==> src/rtl/uart_tx_core.sv <==
// Double-buffered UART transmitter: 8 data bits, LSB first, 1 or 2 stop bits.
// Define UART_TX_PARITY_EN to build in the optional even-parity bit.
module uart_tx_core #(
  parameter int unsigned DIV_WIDTH = 16
) (
  input  logic                 clk_i,
  input  logic                 rst_i,
  input  logic                 cfg_en_i,
  input  logic [DIV_WIDTH-1:0] cfg_div_i,
  input  logic                 cfg_stop_bits_i,
  input  logic                 cfg_parity_en_i,
  input  logic [7:0]           data_i,
  input  logic                 data_valid_i,
  output logic                 data_ready_o,
  output logic                 tx_o,
  output logic                 busy_o
);

  localparam logic [DIV_WIDTH-1:0] DivOne = {{(DIV_WIDTH-1){1'b0}}, 1'b1};

`ifdef UART_TX_PARITY_EN
  typedef enum logic [2:0] {StIdle, StStart, StData, StParity, StStop} state_e;
`else
  typedef enum logic [2:0] {StIdle, StStart, StData, StStop} state_e;
`endif

  state_e               state_q;
  logic [7:0]           hold_q;
  logic                 hold_full_q;
  logic                 load_q;
  logic [7:0]           shift_q;
  logic [2:0]           bit_cnt_q;
  logic [DIV_WIDTH-1:0] cnt_q;
  logic [DIV_WIDTH-1:0] div_q;
  logic                 stop2_q;
  logic                 second_stop_q;
  logic                 tx_q;

`ifdef UART_TX_PARITY_EN
  logic par_en_q;
  logic parity_q;
`else
  logic unused_parity_en;
  assign unused_parity_en = cfg_parity_en_i;
`endif

  logic [DIV_WIDTH-1:0] div_eff;
  logic                 bit_end;
  logic                 stop_done;
  logic                 start_frame;

  always_comb begin
    div_eff     = (cfg_div_i == '0) ? DivOne : cfg_div_i;
    bit_end     = (cnt_q == '0);
    stop_done   = (state_q == StStop) && bit_end && !(stop2_q && !second_stop_q);
    start_frame = hold_full_q && cfg_en_i && ((state_q == StIdle) || stop_done);
  end

  always_ff @(posedge clk_i or posedge rst_i) begin
    if (rst_i) begin
      state_q       <= StIdle;
      hold_q        <= '0;
      hold_full_q   <= 1'b0;
      load_q        <= 1'b0;
      shift_q       <= '0;
      bit_cnt_q     <= '0;
      cnt_q         <= '0;
      div_q         <= '0;
      stop2_q       <= 1'b0;
      second_stop_q <= 1'b0;
      tx_q          <= 1'b1;
`ifdef UART_TX_PARITY_EN
      par_en_q      <= 1'b0;
      parity_q      <= 1'b0;
`endif
    end else begin
      // Holding register frees up one edge after its byte moved to the shifter.
      if (load_q) begin
        hold_full_q <= 1'b0;
        load_q      <= 1'b0;
      end else if (data_valid_i && !hold_full_q) begin
        hold_q      <= data_i;
        hold_full_q <= 1'b1;
      end

      case (state_q)
        StIdle: tx_q <= 1'b1;
        StStart: begin
          if (bit_end) begin
            state_q   <= StData;
            cnt_q     <= div_q - DivOne;
            tx_q      <= shift_q[0];
            bit_cnt_q <= '0;
          end else begin
            cnt_q <= cnt_q - DivOne;
          end
        end
        StData: begin
          if (bit_end) begin
            cnt_q <= div_q - DivOne;
            if (bit_cnt_q == 3'd7) begin
`ifdef UART_TX_PARITY_EN
              if (par_en_q) begin
                state_q <= StParity;
                tx_q    <= parity_q;
              end else begin
                state_q       <= StStop;
                tx_q          <= 1'b1;
                second_stop_q <= 1'b0;
              end
`else
              state_q       <= StStop;
              tx_q          <= 1'b1;
              second_stop_q <= 1'b0;
`endif
            end else begin
              shift_q   <= shift_q >> 1;
              tx_q      <= shift_q[1];
              bit_cnt_q <= bit_cnt_q + 3'd1;
            end
          end else begin
            cnt_q <= cnt_q - DivOne;
          end
        end
`ifdef UART_TX_PARITY_EN
        StParity: begin
          if (bit_end) begin
            state_q       <= StStop;
            cnt_q         <= div_q - DivOne;
            tx_q          <= 1'b1;
            second_stop_q <= 1'b0;
          end else begin
            cnt_q <= cnt_q - DivOne;
          end
        end
`endif
        StStop: begin
          if (bit_end) begin
            if (stop2_q && !second_stop_q) begin
              second_stop_q <= 1'b1;
              cnt_q         <= div_q - DivOne;
            end else begin
              state_q <= StIdle;
              tx_q    <= 1'b1;
            end
          end else begin
            cnt_q <= cnt_q - DivOne;
          end
        end
        default: begin
          state_q <= StIdle;
          tx_q    <= 1'b1;
        end
      endcase

      // Frame start overrides the per-state updates; config is frozen here.
      if (start_frame) begin
        state_q <= StStart;
        tx_q    <= 1'b0;
        shift_q <= hold_q;
        load_q  <= 1'b1;
        div_q   <= div_eff;
        cnt_q   <= div_eff - DivOne;
        stop2_q <= cfg_stop_bits_i;
`ifdef UART_TX_PARITY_EN
        par_en_q <= cfg_parity_en_i;
        parity_q <= ^hold_q;
`endif
      end
    end
  end

  assign tx_o         = tx_q;
  assign data_ready_o = !hold_full_q;
  assign busy_o       = (state_q != StIdle) || hold_full_q;

endmodule

==> config.mk <==
export PLATFORM = sky130hd
export DESIGN_NAME = uart_tx_core
export DESIGN_NICKNAME = d
export VERILOG_FILES = /design/src/rtl/uart_tx_core.sv
export SDC_FILE = /design/constraint.sdc
export NUM_CORES = 1
export LEC_CHECK = 0
export CAP_MARGIN = 20
export CORE_MARGIN = 1.5
export CORE_UTILIZATION = 52
export CTS_CLUSTER_DIAMETER = 30
export DETAILED_ROUTE_END_ITERATION = 8
export GPL_ROUTABILITY_DRIVEN = 0
export MAX_ROUTING_LAYER = met4
export PLACE_DENSITY = 0.79
export SETUP_SLACK_MARGIN = 0.05
export SYNTH_ARGS = -nofsm -noshare
export SYNTH_HDL_FRONTEND = slang
export SYNTH_SLANG_ARGS = --single-unit
==> constraint.sdc <==
create_clock -name clk_i -period 3.43 [get_ports clk_i]
set_clock_uncertainty 0.15 [all_clocks]
set_input_delay 0.5145 -clock clk_i [delete_from_list [all_inputs] [get_ports clk_i]]
set_output_delay 0.5145 -clock clk_i [all_outputs]
set_load 0.02 [all_outputs]
==> flow_summary.yaml <==
yosys:
  synthDistinctLibCells: 66
  ys_seq_area_share_pct: 43.6
  async_flop_share_pct: 100
  synth_ff_type: "dfrtp_1"
  syn_area_per_cell_um2: 9.14
  synthesis.area_um2: 3330
  synth_edf_count: 0
  ys_ff_latch: 58
  ys_warn_count: 0
  syn-num-nets: 402
  syn_inst: 365
global_route:
  grt_pass1_wl_um: 13800
  grtUsageMet2_pct: 38.8
  top_usage_layer: "met2"
  use_met1_pct: 32.5
  grt_pass1_vias: 2942
  grtUsageMet3_pct: 4.97
  grt_antenna_before_repair: 0
  overflow: 0
  grt_max_degree: 33
  grt_usage_pct: 25.5
routing:
  wl_per_cell_um: 16.3
  vias: 2983
  dr.first_iter.drc_count: 208
  drt-total-wl_um: 8020
  detail_route.first_pass.iterations: 5
  avgViaCountPerCell: 6.08
  drtAntennaViolNets: 0
  remaining_drc_errors: 0
hold_path:
  hp-class: "in -> async"
power:
  powerDensity_nw_per_um2: 880
  switching_share_pct: 41.8
  leakagePower_nw: 1.80
  comb_power_share_pct: 46.1
  irDropWorstVdd_mv: 0.414
  internal_power_mw: 2.05
  p_seq_share_pct: 35.6
  power_switching_mw: 1.47
  clockPowerShare_pct: 18.4
floorplanning:
  die_height_um: 83.1
  io_pins: 33
  initial_core_util_pct: 55.0
  core_um2: 6060
  die_w_um: 83.1
  die-area_um2: 6900
  rows: 28
layout:
  fin_util_pct: 66.1
  nNetsFinal: 448
  area_delta_synth_final_pct: 20.1
  drive_gt1_share_pct: 16.3
  final-seq-area_um2: 1450
  multiInputGateArea_um2: 1750
  layout_commonest_cell: "nand2_1"
  fillers: 504
  diodes: 0
  final_cell_mix: "85 x nand2_1, 57 x dfrtp_1, 31 x clkdlybuf4s50_1, 30 x o21ai_0, 25 x nor2_1"
sta:
  slew_headroom_pct: 63.7
  max_freq_mhz: 315
  slew_violations: 0
  fin_crit_ns: 3.17
  layout_setup_ws_ns: 0.257
  rsz0062_at_grt: "false"
  hold_viol: 0
  min_period_over_period_pct: 92.5
  finalSetupViolCount: 0
  tightest_slew_ns: 0.540
  fin_tns_setup_ns: 0
critical_path:
  critPathLaunchType: "register"
  path_max_fanout: 8
  critPathKind: "reg -> reg"
  arrival_ns: 3.29
  end_kind: "register"
  required_ns: 3.55
run_status:
  outcome: "finished clean"
clocking:
  numCtsBuffers: 9
  cts_hold_buffers: 0
  clock_path_buffers: 2
  cts_max_level: 3
  cts_resized: 0
  cts_tree: "yes"
  path_clk_slew_ns: 0.07
  post_cts_buffers: 0
  insertion_delay_ns: 0.35
  root_buffer: "clkbuf_8"
  cts.sinks: 58
placement:
  post-place-ws_ns: 0.129
  dp_hpwl_um: 5720
  numPortBuffers: 31
job:
  cap_violations: 0
[final cells by class]
class                   instances  area share, %
inverters                       7          0.687
well taps                      75           2.34
clock buffers                   9           3.09
flip-flops and latches         58           36.3
repair buffers                 51           11.8
multi-input cells             284           43.8
clock inverters                 7           2.00
[cells in the mapped netlist, types with 3 or more instances]
| master | instances | share of area (%) |
|---|---|---|
| mux2i_1 | 10 | 3.0 |
| clkbuf_1 | 5 | 0.56 |
| ha_1 | 7 | 2.6 |
| mux2_2 | 9 | 3.0 |
| nand2_1 | 85 | 9.6 |
| dfrtp_1 | 57 | 43 |
| o21ai_1 | 3 | 0.45 |
| or3_1 | 4 | 0.75 |
| xnor2_1 | 3 | 0.79 |
| o211a_1 | 4 | 1.2 |
| nor3_1 | 8 | 1.2 |
| a211oi_1 | 3 | 0.68 |
| xor2_1 | 4 | 1.1 |
| inv_1 | 6 | 0.68 |
| buf_2 | 4 | 0.60 |
| nand2b_1 | 3 | 0.56 |
| nand4_1 | 4 | 0.75 |
| o21ai_0 | 30 | 4.5 |
| a31oi_1 | 8 | 1.5 |
| clkbuf_8 | 3 | 1.2 |
| nor4_1 | 4 | 0.75 |
| nand3_1 | 8 | 1.2 |
| a21oi_1 | 17 | 2.6 |
| nor2_1 | 25 | 2.8 |
| or4_1 | 3 | 0.68 |
[critical path, cell delays in order, from the launching register on]
cell and delay, ns:
dfrtp_1 0.40, or4_4 0.57, nor4_4 0.34, a31oi_4 0.14
clkinv_2 0.12, buf_4 0.18, nand2_1 0.11, nand2_1 0.08
ha_1 0.19, o31a_2 0.18, nand3_2 0.13, or3_1 0.34
a31oi_1 0.18
[power groups by stage]
stage / registers (mW) / clock network (mW) / logic [mW]
2_1_floorplan: 1.19 / 0 / 1.19
3_3_place_gp: 1.24 / 0 / 1.55
6_report: 1.25 / 0.647 / 1.62
3_5_place_dp: 1.25 / 0 / 1.61
4_1_cts: 1.25 / 0.657 / 1.61
5_1_grt: 1.29 / 0.685 / 1.81
[through the flow]
step / power [mW] / cell area (µm²) / std cells / hold slack, ns
3_5_place_dp: 2.86 / 3800 / 475 / 0.268
5_1_grt: 3.78 / 4010 / 491 / 0.301
4_1_cts: 3.52 / 4010 / 491 / 0.265
3_3_place_gp: 2.79 / 3800 / 475 / 0.263
6_report: 3.52 / 4010 / 491 / 0.263
2_1_floorplan: 2.39 / 3360 / 365 / 0.254
[logic make-up after synthesis]
group	Yosys count	synth area share (%)
simple gates	157	22.1
compound gates	93	19.3
flops	58	43.6
buf+inv	23	4.20
mux	20	6.45
xor+xnor	7	1.84
fa+ha+maj	7	2.63
[worst paths after layout]
| path | startpoint | end | slack [ns] | cells after the start |
|---|---|---|---|---|
| min in group clk_i | load_q | hold_full_q | 0.28 | 1 |
| max reg2reg | cnt_q[12] | cnt_q[14] | 0.26 | 12 |
| min | rst_i | div_q[5] | 0.26 | 2 |
| min reg2reg | load_q | hold_full_q | 0.28 | 1 |
| max | cnt_q[12] | cnt_q[14] | 0.26 | 12 |
| max in group asynchronous | rst_i | div_q[2] | 2.23 | 3 |
[layer usage]
| layer | part of all wire [%] | up-vias | routed length [µm] |
|---|---|---|---|
| met5 | 0 | - | 0 |
| met3 | 7.8 | 29 | 629 |
| met2 | 47 | 151 | 3750 |
| met4 | 2.5 | 0 | 197 |
| met1 | 43 | 1402 | 3440 |
| li1 | - | 1401 | - |
[registers in the layout, summed over array words and instances (netlist names)]
signal         count
tx_o               1
bit_cnt_q          3
load_q             1
stop2_q            1
cnt_q             16
hold_q             8
second_stop_q      1
div_q             16
state_q            2
hold_full_q        1
shift_q            8
Power figures use the tool's default switching activity.
